### src/rtl/stream_packer_if.sv
// Narrow element stream in (queue dequeue side), packed wide word stream out.
interface stream_packer_if #(
  parameter int DATA_WIDTH = 4,
  parameter int RATIO      = 4
);
  localparam int LW = $clog2(RATIO + 1);

  logic                        in_valid;
  logic [DATA_WIDTH-1:0]       in_data;
  logic                        in_ready;
  logic                        flush;
  logic                        out_valid;
  logic [DATA_WIDTH*RATIO-1:0] out_data;
  logic [LW-1:0]               out_lanes;
  logic                        out_ready;

  modport master (
    output in_valid,
    output in_data,
    output flush,
    output out_ready,
    input  in_ready,
    input  out_valid,
    input  out_data,
    input  out_lanes
  );

  modport slave (
    input  in_valid,
    input  in_data,
    input  flush,
    input  out_ready,
    output in_ready,
    output out_valid,
    output out_data,
    output out_lanes
  );
endinterface

### src/rtl/stream_packer.sv
// Packs RATIO queue elements into one wide word; flush emits a partial word.
module stream_packer #(
  parameter int DATA_WIDTH = 4,
  parameter int RATIO      = 4
) (
  input  logic            clk,
  input  logic            rst,
  stream_packer_if.slave  bus
);
  localparam int LW = $clog2(RATIO + 1);

  typedef enum logic {
    FILL,
    EMIT
  } state_e;

  typedef logic [RATIO-1:0][DATA_WIDTH-1:0] lanes_t;

  state_e        state_q, state_d;
  lanes_t        lane_q, lane_d;
  logic [LW-1:0] count_q, count_d;
  logic [LW-1:0] nlan_q, nlan_d;

  logic in_ready;
  logic accept;
  logic handoff;

  // In EMIT the slot frees only on handoff, so pop in lockstep with it.
  assign in_ready = ~rst & ((state_q == FILL) | bus.out_ready);
  assign accept   = bus.in_valid & in_ready;
  assign handoff  = (state_q == EMIT) & bus.out_ready;

  always_comb begin
    state_d = state_q;
    lane_d  = lane_q;
    count_d = count_q;
    nlan_d  = nlan_q;
    case (state_q)
      FILL: begin
        if (accept) begin
          for (int i = 0; i < RATIO; i++) begin
            if (count_q == LW'(i)) begin
              lane_d[i] = bus.in_data;
            end
          end
          count_d = count_q + 1'b1;
          if ((count_q == LW'(RATIO - 1)) || bus.flush) begin
            state_d = EMIT;
            nlan_d  = count_q + 1'b1;
            count_d = '0;
          end
        end else if (bus.flush && (count_q != '0)) begin
          state_d = EMIT;
          nlan_d  = count_q;
          count_d = '0;
        end
      end
      EMIT: begin
        if (handoff) begin
          state_d = FILL;
          lane_d  = '0;
          nlan_d  = '0;
          count_d = '0;
          if (accept) begin
            lane_d[0] = bus.in_data;
            count_d   = LW'(1);
          end
        end
      end
      default: begin
        state_d = FILL;
      end
    endcase
  end

  always_ff @(posedge clk or posedge rst) begin
    if (rst) begin
      state_q <= FILL;
      lane_q  <= '0;
      count_q <= '0;
      nlan_q  <= '0;
    end else begin
      state_q <= state_d;
      lane_q  <= lane_d;
      count_q <= count_d;
      nlan_q  <= nlan_d;
    end
  end

  assign bus.in_ready  = in_ready;
  assign bus.out_valid = (state_q == EMIT);
  assign bus.out_data  = lane_q;
  assign bus.out_lanes = nlan_q;
endmodule

### src/flat_wrapper.sv
// flat-port wrapper written by rule: the top's interface ports become plain ports
module stream_packer_flat 
#(
  parameter int DATA_WIDTH = 4,
  parameter int RATIO      = 4
)
  (clk, rst, bus_in_valid, bus_in_data, bus_flush, bus_out_ready, bus_in_ready, bus_out_valid, bus_out_data, bus_out_lanes);
  stream_packer_if #(.DATA_WIDTH(DATA_WIDTH), .RATIO(RATIO)) bus_i ();
  input  logic clk;
  input  logic rst;
  input wire logic [$bits(bus_i.in_valid)-1:0] bus_in_valid;
  input wire logic [$bits(bus_i.in_data)-1:0] bus_in_data;
  input wire logic [$bits(bus_i.flush)-1:0] bus_flush;
  input wire logic [$bits(bus_i.out_ready)-1:0] bus_out_ready;
  output wire logic [$bits(bus_i.in_ready)-1:0] bus_in_ready;
  output wire logic [$bits(bus_i.out_valid)-1:0] bus_out_valid;
  output wire logic [$bits(bus_i.out_data)-1:0] bus_out_data;
  output wire logic [$bits(bus_i.out_lanes)-1:0] bus_out_lanes;
  assign bus_i.in_valid = bus_in_valid;
  assign bus_i.in_data = bus_in_data;
  assign bus_i.flush = bus_flush;
  assign bus_i.out_ready = bus_out_ready;
  assign bus_in_ready = bus_i.in_ready;
  assign bus_out_valid = bus_i.out_valid;
  assign bus_out_data = bus_i.out_data;
  assign bus_out_lanes = bus_i.out_lanes;
  stream_packer #(.DATA_WIDTH(DATA_WIDTH), .RATIO(RATIO)) u_core (.clk(clk), .rst(rst), .bus(bus_i));
endmodule
### config.mk
export PLATFORM = sky130hd
export DESIGN_NAME = stream_packer_flat
export DESIGN_NICKNAME = d
export VERILOG_FILES = /design/src/rtl/stream_packer_if.sv /design/src/rtl/stream_packer.sv /design/src/flat_wrapper.sv
export SDC_FILE = /design/constraint.sdc
export NUM_CORES = 1
export LEC_CHECK = 0
export ABC_CLOCK_PERIOD_IN_PS = 4400
export CORE_MARGIN = 8
export CORE_UTILIZATION = 52
export DETAILED_ROUTE_END_ITERATION = 6
export MAX_ROUTING_LAYER = met4
export PLACE_DENSITY = 0.84
export SYNTH_ARGS = -nofsm -noshare
export SYNTH_HDL_FRONTEND = slang
export SYNTH_SLANG_ARGS = --single-unit
### constraint.sdc
create_clock -name clk -period 4.4 [get_ports clk]
set_input_delay 0.44 -clock clk [delete_from_list [all_inputs] [get_ports clk]]
set_output_delay 0.44 -clock clk [all_outputs]
set_load 0.02 [all_outputs]
==> results of run 1 <==
[area by class of cell]
cell class / instances / area share, %
well taps: 28 / 2.24
inverters: 5 / 1.20
flip-flops and latches: 23 / 36.8
clock inverters: 1 / 0.320
clock buffers: 3 / 1.44
multi-input cells: 90 / 39.5
repair buffers: 29 / 18.5
[registers in the layout (all words and copies together), names as in the netlist]
register	flops
u_core.bus.out_data	16
u_core.bus.out_lanes	3
u_core.count_q	3
u_core.bus.out_valid	1
[synthesized netlist by cell type (all sizes together)]
master / count / share of area (%)
nor2: 9 / 3.7
and3: 1 / 0.50
clkbuf: 1 / 0.30
o41ai: 1 / 0.71
a311oi: 3 / 2.1
a21boi: 1 / 0.91
and2: 1 / 0.50
inv: 5 / 1.5
mux2i: 8 / 6.4
ha: 5 / 5.0
nand2: 19 / 6.3
nor3: 1 / 0.40
buf: 4 / 2.1
o21ai: 12 / 4.8
a32o: 2 / 1.6
o211ai: 2 / 1.2
dfrtp: 23 / 46
a21oi: 6 / 2.4
and4: 1 / 0.71
nand3: 1 / 0.40
a21o: 2 / 1.2
nand4: 1 / 0.50
a22o: 6 / 4.2
nand2b: 3 / 2.7
or4: 1 / 0.60
nor2b: 4 / 2.6
[metal layers]
metal | wire length (microns) | global-route usage [%]
met5 | 0 | -
met4 | 43 | 6.81
met3 | 264 | 4.12
met2 | 1400 | 22.5
met1 | 1340 | 19.1
[cells by family after synthesis]
group / count (synthesis) / synth area share [%]
buffers and inverters: 10 / 3.93
adder cells (fa/ha/maj): 5 / 5.04
AND/OR/NAND/NOR: 42 / 19.0
flip-flops: 23 / 46.3
AO/OA/AOI/OAI: 35 / 19.2
multiplexers: 8 / 6.45
[power by group]
group / total, mW / switching (mW) / internal, mW
combinational: 0.451 / 0.247 / 0.204
sequential: 0.342 / 0.0674 / 0.275
clock: 0.101 / 0.0670 / 0.0341
total: 0.895 / 0.382 / 0.513
[per-stage QoR]
stage / util [%] / power (mW) / area, sq um
2_1_floorplan: - / 0.608 / 1240
3_3_place_gp: 68.9 / 0.777 / 1540
3_5_place_dp: 68.9 / 0.791 / 1540
4_1_cts: 70.1 / 0.892 / 1570
5_1_grt: 70.1 / 0.945 / 1570
6_report: 70.1 / 0.895 / 1570
[worst min path at each step]
stage	start	endpoint	slack, ns	depth (start not counted)
2_1_floorplan	rst	u_core.bus.out_data[0]	0.44	1
3_3_place_gp	u_core.bus.out_data[9]	u_core.bus.out_data[9]	0.49	1
3_5_place_dp	u_core.bus.out_data[8]	u_core.bus.out_data[8]	0.49	1
4_1_cts	u_core.bus.out_data[8]	u_core.bus.out_data[8]	0.52	1
5_1_grt	u_core.bus.out_data[8]	u_core.bus.out_data[8]	0.53	1
6_report	u_core.bus.out_data[8]	u_core.bus.out_data[8]	0.52	1
[worst max-delay path, stage by stage (launching register included)]
cell,delay [ns]
dfrtp_1,0.66
inv_1,0.31
nor2_4,0.25
nor2_1,0.06
clkdlybuf4s50_1,0.54
[layout by cell type, fill, tap and decap left out, types with 3 or more instances in the layout]
cell,synthesis,final
clkdlybuf4s50_1,0,29
dfrtp_1,23,23
nand2_1,18,18
o21ai_0,12,12
mux2i_1,8,8
a21oi_1,6,6
nor2_1,6,6
a22o_1,6,6
inv_1,5,5
ha_1,5,5
nor2b_1,3,3
a311oi_1,3,3
clkbuf_4,0,3
==> flow_metrics.tcl, run 1 <==
set metrics [dict create \
    grt_usage_pct 15.3 \
    min_path_type "reg -> reg" \
    crit_required_ns 3.96 \
    die-width_microns 64.9 \
    hold_violations 0 \
    power.density_nw_per_um2 572 \
    setup_viol 0 \
    synth.distinct_cells 32 \
    ff_latch_area_sq_um 576 \
    row_count 17 \
    portBuffers 29 \
    worstMarginPinSlew_ns 0.849 \
    placedCellCount 175 \
    gp_congestion 0.867 \
    diodes 0 \
    worstSetupPathType "reg -> out" \
    fin_cells 179 \
    cellLeakagePower_nw 0.688 \
    totalWireLength_mm 3.05 \
    numCtsBuffers 3 \
    rsz0062_at_grt "no" \
    grt_max_degree 24 \
    grt_pass1_wl_mm 5.07 \
    critPathLaunchType "flop" \
    syn_to_final_growth_pct 26.0 \
    antenna_found_initial 0 \
    worstPathArrival_ns 2.16 \
    synth_area_sq_um 1240 \
    slew_viol_final 0 \
    wl_per_cell_microns 17.0 \
    synth_seq_cells 23 \
    synth_cells 123 \
    setup.worst_path.end "bus_in_ready" \
    max_freq_mhz 385 \
    grt_overflow_total 0 \
    drt_pre_antenna_iters 5 \
    antenna_left 0 \
    critPathMaxFanout 16 \
    timing.rr.end "u_core.bus.out_lanes[0]" \
    via_per_inst 5.97 \
    clock-sinks 23 \
    ys_warn_count 0 \
    cts_tree "done" \
    grt_pass1_vias 1107 \
    cts.path.max_buffers 2 \
    fin_crit_sh_pct 59.0 \
    fin_nets 166 \
    multi_input_area_sq_um 618 \
    place_hpwl_mm 2.26 \
    timing.hold.ws_ns 0.518 \
    postCtsSetupRepairBufs 0 \
    finClkSkew_ns 0.0162 \
    r2r_cells 5 \
    seq_area_frac_synth_pct 46.3 \
    crit_start "u_core.bus.out_valid" \
    die_y_microns 64.9 \
    cap_viol_max_count 0 \
    rrSetupSlack_ns 2.64 \
    drive_above_1_share_pct 7.95 \
    synth_fp_nets 137 \
    ir_drop_v 0.000321 \
    cts.clk_slew.worst_paths_ns 0.14 \
    vias 1069 \
    fillers 181 \
    cts_max_level 1 \
    clockRootBuffer "clkbuf_4" \
    cp-end-kind "output pin" \
    slew-limit-headroom_pct 43.3 \
    die_area_sq_um 4210 \
    clkLatencyLatePin_ns 0.33 \
    initialDrtViolationCount 69 \
    hold_buffers 0 \
    coreArea_sq_um 2230 \
    start_util_pct 55.6 \
    dpl_worst_slack_ns 2.03 \
    io_pins 30 \
    setup_slack_ns 1.80 \
    tns_ns 0 \
    cts_resized 0 \
    drt_drc_violations_left 0 \
    period_minus_slack_ns 2.60 \
    avgSynthCellArea_sq_um 10.1 \
    r2r-start "u_core.count_q[0]" \
    status "complete, no violations" \
]
(Power assumes the default switching activity.)
==> inputs of run 2 (changes only) <==
ABC_CLOCK_PERIOD_IN_PS = 2200   (was 4400)
CORE_UTILIZATION = 44   (was 52)
PLACE_DENSITY = 0.76   (was 0.84)
clock period = 2.2 ns   (was 4.4 ns; I/O delays follow)
==> run 2 against run 1 <==
Wire length grew 2.5%; sequential cell count is the same; core utilization shrank 11 points; clock-buffer cell count is the same; power grew 100%; worst hold slack lost 0.20 ns; global-route usage shrank 1.9 points; via count shrank 0.65%; first-iteration DRC count shrank 38%; sequential share of layout area shrank 0.78 points.
==> flow_metrics.tcl, run 2 (synthesized netlist as in run 1, its figures left out) <==
set metrics [dict create \
    clkLatencyLatePin_ns 0.32 \
    min_path_type "in -> async" \
    cts_max_level 1 \
    grt_pass1_wl_mm 5.21 \
    grt_usage_pct 13.4 \
    rsz0062_at_grt "no" \
    ff_latch_area_sq_um 576 \
    cap_viol_max_count 0 \
    layout_commonest_cell "clkdlybuf4s50_1" \
    largest_register_ffs 16 \
    worstSetupPathType "reg -> out" \
    critPathMaxFanout 7 \
    row_count 19 \
    fin_nets 170 \
    drive_above_1_share_pct 10.3 \
    place_hpwl_mm 2.38 \
    fillers 237 \
    finClkSkew_ns 0.0107 \
    r2r_cells 5 \
    clockRootBuffer "clkbuf_4" \
    ir_drop_v 0.000751 \
    drt_drc_violations_left 0 \
    coreArea_sq_um 2710 \
    portBuffers 29 \
    wl_per_cell_microns 16.8 \
    die_y_microns 69.1 \
    totalWireLength_mm 3.12 \
    clock-sinks 23 \
    postCtsSetupRepairBufs 0 \
    setup_viol 0 \
    hold_violations 0 \
    grt_pass1_vias 1070 \
    cts_resized 0 \
    worstPathArrival_ns 1.63 \
    max_freq_mhz 539 \
    drt_pre_antenna_iters 4 \
    grt_overflow_total 0 \
    vias 1062 \
    die-width_microns 69.1 \
    diodes 0 \
    numCtsBuffers 3 \
    timing.rr.end "u_core.bus.out_lanes[0]" \
    cp-end-kind "output pin" \
    multi_input_area_sq_um 618 \
    initialDrtViolationCount 43 \
    fin_crit_sh_pct 84.3 \
    via_per_inst 5.71 \
    cts.clk_slew.worst_paths_ns 0.14 \
    syn_to_final_growth_pct 28.7 \
    crit_required_ns 1.98 \
    gp_congestion 0.876 \
    period_minus_slack_ns 1.85 \
    tns_ns 0 \
    power.density_nw_per_um2 1130 \
    start_util_pct 45.8 \
    slew-limit-headroom_pct 69.0 \
    timing.hold.ws_ns 0.318 \
    slew_viol_final 0 \
    cts.path.max_buffers 2 \
    grt_max_degree 16 \
    antenna_left 0 \
    antenna_found_initial 0 \
    worstMarginPinSlew_ns 0.464 \
    r2r-start "u_core.count_q[0]" \
    die_area_sq_um 4780 \
    io_pins 30 \
    hold_buffers 0 \
    cts_tree "done" \
    cellLeakagePower_nw 0.707 \
    status "complete, no violations" \
    critPathLaunchType "flop" \
    rrSetupSlack_ns 0.48 \
    layout_common_cells "clkdlybuf4s50_1, dfrtp_1, nand2_1" \
]
run 2: stage by stage:
stage	utilization, %	cell area (sq um)	instances	total power, mW	setup WS (ns)
after global routing	59.0	1600	186	1.92	0.242
after CTS	59.0	1600	186	1.82	0.336
after detailed placement	58.0	1570	182	1.61	0.318
final	59.0	1600	186	1.81	0.345
after floorplan	-	1240	123	1.22	0.709
after global placement	58.0	1570	182	1.59	0.393
run 2: report_power, final:
part	switching, mW	total (mW)	internal [mW]
logic	0.528	0.960	0.432
registers	0.0972	0.648	0.551
clock network	0.133	0.201	0.0681
run 2: final cells by class:
cell class                 count  share of cell area [%]
tap                           31                    2.43
inverter                       5                    1.17
clock inverter                 1                   0.313
clock buffer                   3                    1.41
timing repair buffer          33                    20.0
sequential                    23                    36.0
multi-input combinational     90                    38.7
run 2: critical path, stage by stage (launching register included):
cell,delay [ns]
dfrtp_1,0.41
inv_1,0.12
nor2_4,0.08
nor2_1,0.09
clkdlybuf4s50_1,0.61
run 2: how the worst max path moves through the flow:
stage | start | end
5_1_grt | u_core.bus.out_valid | bus_in_ready
3_3_place_gp | bus_in_valid | u_core.bus.out_data[8]
6_report | u_core.bus.out_valid | bus_in_ready
3_5_place_dp | bus_in_valid | u_core.bus.out_data[9]
4_1_cts | u_core.bus.out_valid | bus_in_ready
2_1_floorplan | u_core.count_q[0] | u_core.bus.out_lanes[0]
run 2: metal layers:
layer | GRT usage, % | part of all wire, % | routed length (microns) | vias to the layer above
met3 | 2.58 | 6.1 | 190 | 5
met1 | 15.9 | 44 | 1360 | 503
met2 | 21.6 | 49 | 1530 | 49
met5 | - | 0 | 0 | -
met4 | 5.47 | 1.4 | 44 | 0
li1 | - | - | - | 505
==> inputs of run 3 (changes only) <==
ABC_CLOCK_PERIOD_IN_PS = 1700   (was 2200)
clock period = 1.7 ns   (was 2.2 ns; I/O delays follow)
==> run 3 against run 2 <==
Clock-buffer cell count stayed put; global-route usage is 1.1 points higher; via count is 3.9% higher; first-iteration DRC count is 58% higher; wire length is 4.2% higher; die area stayed put; core utilization is 1.9 points higher; clock power is 29% higher; design area is 3.3% higher; sequential power is 27% higher; sequential share of layout area is 1.1 points lower; critical path type is now reg -> reg.
==> flow_metrics.tcl, run 3 (synthesized netlist as in run 1, its figures left out) <==
set metrics [dict create \
    status "complete, no violations" \
    totalWireLength_mm 3.26 \
    fin_crit_sh_pct 94.5 \
    cts.clk_slew.worst_paths_ns 0.13 \
    cts_max_level 1 \
    drt_pre_antenna_iters 4 \
    syn_to_final_growth_pct 32.9 \
    fin_nets 176 \
    setup_viol 0 \
    ff_latch_area_sq_um 576 \
    rsz0062_at_grt "no" \
    cellLeakagePower_nw 0.748 \
    period_minus_slack_ns 1.61 \
    coreArea_sq_um 2710 \
    clock-sinks 23 \
    cts_tree "done" \
    max_freq_mhz 622 \
    worstMarginPinSlew_ns 0.335 \
    grt_overflow_total 0 \
    critPathLaunchType "flop" \
    worstPathArrival_ns 1.86 \
    place_hpwl_mm 2.55 \
    setup_slack_ns 0.0934 \
    die_area_sq_um 4780 \
    drive_above_1_share_pct 14.3 \
    slew-limit-headroom_pct 77.3 \
    crit_required_ns 1.95 \
    clkLatencyLatePin_ns 0.32 \
    row_count 19 \
    largest_register_ffs 16 \
    critPathMaxFanout 5 \
    slew_viol_final 0 \
    start_util_pct 45.8 \
    cts_resized 2 \
    cts.path.max_buffers 2 \
    initialDrtViolationCount 68 \
    grt_usage_pct 14.5 \
    die_y_microns 69.1 \
    via_per_inst 5.74 \
    antenna_found_initial 0 \
    io_pins 30 \
    hold_violations 0 \
    total_power_mw 2.40 \
    numCtsBuffers 3 \
    vias 1103 \
    diodes 0 \
    min_path_type "in -> async" \
    dpl_worst_slack_ns 0.00835 \
    clockRootBuffer "clkbuf_4" \
    fillers 248 \
    wl_per_cell_microns 17.0 \
    cp-end-kind "flop" \
    grt_pass1_vias 1213 \
    grt_pass1_wl_mm 5.66 \
    layout_commonest_cell "clkdlybuf4s50_1" \
    cap_viol_max_count 0 \
    hold_buffers 0 \
    multi_input_area_sq_um 628 \
    worstSetupPathType "reg -> reg" \
    postCtsSetupRepairBufs 0 \
    antenna_left 0 \
    ir_drop_v 0.000926 \
    power.density_nw_per_um2 1450 \
    finClkSkew_ns 0.00102 \
    drt_drc_violations_left 0 \
    tns_ns 0 \
    grt_max_degree 16 \
    layout_common_cells "clkdlybuf4s50_1, dfrtp_1, nand2_1" \
    gp_congestion 0.919 \
    portBuffers 29 \
    die-width_microns 69.1 \
]
run 3: cell type report:
cell class              count  area share [%]
repair buffers             39            22.0
inverters                   5            1.14
clock inverters             1           0.303
flip-flops and latches     23            34.8
clock buffers               3            1.36
multi-input cells          90            38.0
well taps                  31            2.35
run 3: critical path: stages, from the launching register on:
cell	delay (ns)
dfrtp_1	0.43
inv_1	0.11
ha_1	0.20
nand2b_4	0.08
o211ai_1	0.23
a21boi_4	0.27
mux2i_1	0.21
run 3: per-layer routing:
layer	track usage [%]	vias to the layer above	part of all wire [%]
met1	16.4	538	43
met2	23.3	44	48
met4	6.83	0	1.9
met5	-	-	0
met3	3.72	10	6.4
li1	-	511	-
run 3: final timing paths:
kind                            cells after the start                       to  slack [ns]              startpoint
min in group clk                                    1   u_core.bus.out_data[8]        0.52  u_core.bus.out_data[8]
max in group asynchronous                           3   u_core.bus.out_data[1]        1.27                     rst
worst min register to register                      1   u_core.bus.out_data[8]        0.52  u_core.bus.out_data[8]
worst max-delay path                                6  u_core.bus.out_lanes[2]        0.09       u_core.count_q[1]
worst max register to register                      6  u_core.bus.out_lanes[2]        0.09       u_core.count_q[1]
worst min-delay path                                3  u_core.bus.out_data[11]        0.27                     rst
run 3: power by group:
group	internal, mW	switching, mW
sequential	0.713	0.107
clock	0.0882	0.171
combinational	0.590	0.726
run 3: metrics by stage:
step	hold WS (ns)	cell area [sq um]	cells	utilization (%)
2_1_floorplan	0.172	1240	123	-
3_3_place_gp	0.486	1620	188	59.6
3_5_place_dp	0.491	1620	188	59.6
4_1_cts	0.280	1640	192	60.6
5_1_grt	0.291	1650	192	60.9
6_report	0.273	1650	192	60.9
